<file path="config.mk">
export PLATFORM = sky130hd
export DESIGN_NAME = i2c_bus_arbiter
export DESIGN_NICKNAME = d
export VERILOG_FILES = /design/src/rtl/i2c_arb_pkg.sv /design/src/rtl/i2c_arb_rr_pick.sv /design/src/rtl/i2c_bus_arbiter.sv
export SDC_FILE = /design/constraint.sdc
export NUM_CORES = 1
export LEC_CHECK = 0
export BUFFER_PORTS_ARGS = -buffer_cell sky130_fd_sc_hd__buf_2
export CAP_MARGIN = 5
export CORE_ASPECT_RATIO = 0.7
export CORE_UTILIZATION = 55
export CTS_CLUSTER_DIAMETER = 120
export DETAILED_ROUTE_END_ITERATION = 12
export GPL_TIMING_DRIVEN = 0
export PLACE_DENSITY_LB_ADDON = 0.1
export SLEW_MARGIN = 0
export SYNTH_ARGS = -nofsm -noshare
export SYNTH_HDL_FRONTEND = slang
export SYNTH_SLANG_ARGS = --single-unit
</file>
<file path="constraint.sdc">
create_clock -name clk -period 6.6 [get_ports clk]
set_input_delay 1.65 -clock clk [delete_from_list [all_inputs] [get_ports clk]]
set_output_delay 1.65 -clock clk [all_outputs]
set_load 0.01 [all_outputs]
</file>
<file path="src/rtl/i2c_arb_pkg.sv">
// Shared types and constants for the I2C core bus arbiter.
// Optional build macro: I2C_ARB_FIXED_PRIORITY_EN (see i2c_bus_arbiter.sv).
package i2c_arb_pkg;

    typedef enum logic [1:0] {
        IDLE,
        OWN,
        GAP
    } arb_state_t;

    // Register map of the i2c_opencores Avalon-MM slave
    localparam logic [2:0] PRER_LO = 3'd0;
    localparam logic [2:0] PRER_HI = 3'd1;
    localparam logic [2:0] CTR     = 3'd2;
    localparam logic [2:0] TXR_RXR = 3'd3;
    localparam logic [2:0] CR_SR   = 3'd4;

    localparam int DEFAULT_TIMEOUT_CYC = 1000000;

endpackage

</file>
<file path="src/rtl/i2c_arb_rr_pick.sv">
// Rotating priority encoder: first requester at or after i_ptr, wrapping modulo N_REQ.
// Used with i_ptr tied to zero, it becomes a plain lowest-index-first encoder.
module i2c_arb_rr_pick #(
    parameter int N_REQ = 3,
    parameter int IDX_W = 2
) (
    input  logic [N_REQ-1:0] i_req,
    input  logic [IDX_W-1:0] i_ptr,
    output logic [N_REQ-1:0] o_onehot,
    output logic [IDX_W-1:0] o_idx,
    output logic             o_valid
);

    always_comb begin : pick
        logic [IDX_W:0]   sum;
        logic [IDX_W-1:0] pos;
        sum      = '0;
        pos      = '0;
        o_onehot = '0;
        o_idx    = '0;
        o_valid  = 1'b0;
        for (int k = 0; k < N_REQ; k++) begin
            sum = {1'b0, i_ptr} + (IDX_W+1)'(k);
            if (sum >= (IDX_W+1)'(N_REQ)) begin
                sum = sum - (IDX_W+1)'(N_REQ);
            end
            pos = sum[IDX_W-1:0];
            if (!o_valid && i_req[pos]) begin
                o_valid       = 1'b1;
                o_onehot[pos] = 1'b1;
                o_idx         = pos;
            end
        end
    end

endmodule

</file>
<file path="src/rtl/i2c_bus_arbiter.sv">
// Bus-locking arbiter sharing one i2c_opencores register port between N_REQ masters.
// Define I2C_ARB_FIXED_PRIORITY_EN for lowest-index-first instead of round-robin.
module i2c_bus_arbiter
    import i2c_arb_pkg::*;
#(
    parameter int N_REQ       = 3,
    parameter int ADDR_W      = 3,
    parameter int DATA_W      = 8,
    parameter int TIMEOUT_CYC = DEFAULT_TIMEOUT_CYC,
    parameter int TO_W        = 20
) (
    input  logic                     clk,
    input  logic                     reset,
    input  logic [N_REQ-1:0]         req,
    output logic [N_REQ-1:0]         grant,
    input  logic [N_REQ*ADDR_W-1:0]  m_address,
    input  logic [N_REQ-1:0]         m_read,
    input  logic [N_REQ-1:0]         m_write,
    input  logic [N_REQ*DATA_W-1:0]  m_writedata,
    output logic [DATA_W-1:0]        m_readdata,
    output logic [N_REQ-1:0]         m_waitrequest,
    output logic [ADDR_W-1:0]        s_address,
    output logic                     s_read,
    output logic                     s_write,
    output logic [DATA_W-1:0]        s_writedata,
    input  logic [DATA_W-1:0]        s_readdata,
    input  logic                     s_waitrequest,
    output logic [N_REQ-1:0]         timeout_err,
    input  logic                     err_clr
);

    localparam int IDX_W = $clog2(N_REQ);

    arb_state_t       r_state, w_nextState;
    logic [N_REQ-1:0] r_grant, w_nextGrant;
    logic [N_REQ-1:0] r_timeoutErr, w_errSet;
    logic [IDX_W-1:0] r_owner, w_nextOwner;
    logic [TO_W-1:0]  r_wdog, w_nextWdog;
    logic             r_toPend, w_nextToPend;
    logic [IDX_W-1:0] w_ptr, w_pickIdx;
    logic [N_REQ-1:0] w_pickOneHot;
    logic             w_pickValid;
    logic             w_own, w_strobe, w_inFlight, w_accepted, w_expired, w_release;

`ifdef I2C_ARB_FIXED_PRIORITY_EN
    assign w_ptr = '0;
`else
    logic [IDX_W-1:0] r_rrPtr;

    // Next search starts just past whoever last released or was revoked
    always_ff @(posedge clk or posedge reset) begin
        if (reset) begin
            r_rrPtr <= '0;
        end else if (w_release) begin
            r_rrPtr <= (r_owner == IDX_W'(N_REQ-1)) ? '0 : r_owner + 1'b1;
        end
    end

    assign w_ptr = r_rrPtr;
`endif

    i2c_arb_rr_pick #(
        .N_REQ (N_REQ),
        .IDX_W (IDX_W)
    ) u_pick (
        .i_req    (req),
        .i_ptr    (w_ptr),
        .o_onehot (w_pickOneHot),
        .o_idx    (w_pickIdx),
        .o_valid  (w_pickValid)
    );

    assign w_own       = (r_state == OWN);
    assign s_address   = w_own ? m_address[r_owner*ADDR_W +: ADDR_W] : '0;
    assign s_writedata = w_own ? m_writedata[r_owner*DATA_W +: DATA_W] : '0;
    assign s_read      = w_own & m_read[r_owner];
    assign s_write     = w_own & m_write[r_owner];
    assign m_readdata  = s_readdata;
    assign grant       = r_grant;
    assign timeout_err = r_timeoutErr;

    always_comb begin
        m_waitrequest = '1;
        if (w_own) begin
            m_waitrequest[r_owner] = s_waitrequest;
        end
    end

    assign w_strobe   = s_read | s_write;
    assign w_inFlight = w_strobe & s_waitrequest;
    assign w_accepted = w_strobe & ~s_waitrequest;
    // Expiry latches in r_toPend so a long in-flight access cannot mask it
    assign w_expired  = r_toPend | (~w_accepted & (r_wdog >= TO_W'(TIMEOUT_CYC - 1)));

    always_comb begin
        w_nextState  = r_state;
        w_nextGrant  = r_grant;
        w_nextOwner  = r_owner;
        w_nextWdog   = r_wdog;
        w_nextToPend = r_toPend;
        w_errSet     = '0;
        w_release    = 1'b0;
        case (r_state)
            IDLE: begin
                if (w_pickValid) begin
                    w_nextState  = OWN;
                    w_nextGrant  = w_pickOneHot;
                    w_nextOwner  = w_pickIdx;
                    w_nextWdog   = '0;
                    w_nextToPend = 1'b0;
                end
            end
            OWN: begin
                if (!w_inFlight && (!req[r_owner] || w_expired)) begin
                    w_release    = 1'b1;
                    w_nextState  = GAP;
                    w_nextGrant  = '0;
                    w_nextToPend = 1'b0;
                    if (req[r_owner]) begin
                        w_errSet[r_owner] = 1'b1;
                    end
                end else begin
                    w_nextToPend = w_expired;
                    if (w_accepted) begin
                        w_nextWdog = '0;
                    end else if (!w_expired) begin
                        w_nextWdog = r_wdog + 1'b1;
                    end
                end
            end
            GAP:     w_nextState = IDLE;
            default: w_nextState = IDLE;
        endcase
    end

    always_ff @(posedge clk or posedge reset) begin
        if (reset) begin
            r_state      <= IDLE;
            r_grant      <= '0;
            r_owner      <= '0;
            r_wdog       <= '0;
            r_toPend     <= 1'b0;
            r_timeoutErr <= '0;
        end else begin
            r_state      <= w_nextState;
            r_grant      <= w_nextGrant;
            r_owner      <= w_nextOwner;
            r_wdog       <= w_nextWdog;
            r_toPend     <= w_nextToPend;
            r_timeoutErr <= (err_clr ? '0 : r_timeoutErr) | w_errSet;
        end
    end

endmodule

</file>
==> impl_metrics.toml <==
[route]
route.antenna.remaining_nets = 0
wl_mm = 6.82
avgRoutedWirePerCell_um = 15.1
drt-initial-drc-count = 258
vias_per_cell = 6.05
post-route-drc-count = 20
vias = 2729
drtPass1Iterations = 8

[floorplanning]
start_util = 0.583
die_w_um = 83.9
rows = 20
fp.coreArea_um2 = 4430
dieHeight_um = 59.3
io_pins = 84
dieArea_um2 = 4980

[timing]
finClkSkew_ns = 0.00428
tns_ns = 0
period_needed_ns = 4.16
max_freq_ghz = 0.241
worst_pin_slew_ns = 0.658
setup_violations = 0
slew_violations = 0
hold_violations = 0
rsz0062_at_grt = "no"
relSlewSlack = 0.559
final.period_utilization = 0.630

[clock_tree]
holdBufCountCts = 0
cts_setup_buffers = 0
clk_pin_slew_ns = 0.07
cts_root_buf = "clkbuf_8"
post_cts_resized = 0
clock_latency_ns = 0.29
cts_sinks = 33
cts_tree = "done"
numCtsBuffers = 5
cts_max_level = 2
clock_path_buffers = 2

[worst_setup_path]
r2r-start = "r_rrPtr[0]"
startpoint_type = "input pin"
crit_required_ns = 4.95
crit_arrival_ns = 2.51
r2r_slack_ns = 4.15
rr_endpoint = "grant[2]"
crit_type = "input pin to output port"
r2r_cells = 9
crit_fanout = 3
crit_path_end_kind = "output port"

[global_route]
grt_pass1_vias = 2367
grt_max_degree = 34
grt_pass1_wl_mm = 11.2
grt-ovfl-total = 0
grt_usage = 0.287
antenna_found_initial = 0

[power]
p_sw_mw = 0.548
vdd_ir_drop_max_mv = 0.275
switching_share = 0.469
p_per_area_nw_per_um2 = 370
pwr-share-comb = 0.617
p_leak_nw = 1.47
intPower_mw = 0.620
power.clock.fraction = 0.162
p_seq_frac = 0.221

[synth]
syn_inst = 314
avgSynthCellArea_um2 = 8.23
synth.cell_area_um2 = 2580
seq_area_frac_synth = 0.320
async_flop_share = 1.00
synth_enable_flop_cells = 0
syn_nets = 373
synth_flop_cell = "dfrtp_1"
yosysUniqueCellTypes = 62
ys_warn_count = 0
synth-seq-cells = 33

[outcome]
outcome = "finished with violations"
violations = "design-rule violations"

[placed_design]
dpl.hpwl_mm = 5.00
port_buffers = 74
gp_congestion = 0.850

[finish]
utilization = 0.712
syn2layout_area_growth_pct = 22.1
antenna_cells = 0
n_fill_cell = 368
multi_input_area_um2 = 1550
regArea_um2 = 826
drive_above_1_share = 0.293
final_nets = 455

[min_path]
hold_start = "timeout_err[1]"
whs_path_depth = 1
hp-class = "flop to flop"
hold-path-endpoint = "timeout_err[1]"

[job]
cap_violations = 0
## cells in the mapped netlist, types with 4 or more instances
master	number	share of area
a21o_1	5	0.015
a21oi_1	24	0.046
a31oi_1	11	0.027
a41oi_1	4	0.014
and3_1	5	0.012
buf_2	4	0.0077
buf_4	8	0.023
clkbuf_1	10	0.015
dfrtp_1	33	0.32
ha_1	5	0.024
inv_1	12	0.017
mux2_2	4	0.017
mux2i_1	13	0.050
nand2_1	22	0.032
nand3_1	5	0.0097
nand4_1	7	0.017
nor2_1	39	0.057
nor2b_1	6	0.015
o21ai_0	17	0.033
o21ai_1	9	0.017
o31ai_1	8	0.023
## cell type report
type | count | area share
flip-flops and latches | 33 | 0.262
repair buffers | 75 | 0.126
inverters | 13 | 0.0155
clock inverters | 2 | 0.0111
multi-input cells | 241 | 0.491
plain buffers | 27 | 0.0504
well taps | 55 | 0.0218
clock buffers | 5 | 0.0218
## state kept, by name (all words and copies together) (netlist names)
signal,cells
r_toPend,1
grant,3
r_state,2
r_wdog,20
timeout_err,3
r_owner,2
r_rrPtr,2
## critical path, cell delays in order
cell and delay, ns:
buf_2 0.10, mux2_4 0.28, a22oi_1 0.27, nor2_1 0.06, buf_2 0.15
## power by group through the flow
stage          clock [mW]  combinational, mW  sequential, mW
2_1_floorplan           0              0.510           0.262
3_3_place_gp            0              0.693           0.260
3_5_place_dp            0              0.705           0.261
4_1_cts             0.190              0.710           0.257
5_1_grt             0.197              0.796           0.264
6_report            0.189              0.721           0.258
## metal layers
layer / share of wire / global-route usage / vias to the layer above
li1: - / - / 1320
met1: 0.48 / 0.416 / 1270
met2: 0.42 / 0.427 / 131
met3: 0.084 / 0.0627 / 8
met4: 0.0092 / 0.0961 / 0
met5: 0 / 0 / -
## through the flow
step	hold slack [ns]	total power [mW]	cell area (µm²)	cells	setup WS (ns)
4_1_cts	0.494	1.16	3130	450	2.46
3_3_place_gp	0.469	0.953	3020	443	2.46
2_1_floorplan	0.462	0.772	2580	314	2.73
3_5_place_dp	0.478	0.965	3020	443	2.46
6_report	0.494	1.17	3150	451	2.44
5_1_grt	0.534	1.26	3150	451	2.39
## layout by cell type, fill, tap and decap left out, types with 3 or more instances in the layout
| master | count |
|---|---|
| nor4_1 | 3 |
| dfrtp_1 | 33 |
| inv_1 | 11 |
| nor2b_1 | 6 |
| buf_2 | 78 |
| mux2i_1 | 13 |
| nand2_1 | 22 |
| and3_1 | 5 |
| o21ai_1 | 9 |
| a32o_1 | 3 |
| a21oi_1 | 24 |
| o31ai_1 | 8 |
| a21o_1 | 5 |
| a41oi_1 | 4 |
| nand2b_1 | 3 |
| buf_4 | 8 |
| clkbuf_8 | 5 |
| a31oi_1 | 11 |
| and2_1 | 3 |
| nand4_1 | 7 |
| ha_1 | 5 |
| nand3_1 | 5 |
| mux2_2 | 4 |
| nor2_1 | 39 |
| buf_6 | 3 |
| clkbuf_1 | 10 |
| o21ai_0 | 17 |
## how the worst max path moves through the flow
stage               slack, ns  depth (start not counted)       from  endpoint
floorplan                2.73                          3  m_read[0]    s_read
global route             2.39                          5  m_read[0]    s_read
global placement         2.46                          5  m_read[0]    s_read
CTS                      2.46                          5  m_read[0]    s_read
finish                   2.44                          5  m_read[0]    s_read
detailed placement       2.46                          5  m_read[0]    s_read
## logic make-up after synthesis
| kind of cell | Yosys count | share of synthesized area |
|---|---|---|
| AOI/OAI and AO/OA | 111 | 0.291 |
| and+or+nand+nor | 106 | 0.207 |
| buffers and inverters | 40 | 0.0804 |
| DFF | 33 | 0.320 |
| muxes | 18 | 0.0736 |
| adders and majority gates | 6 | 0.0286 |
Note: power is estimated with default switching activity, not from simulation.
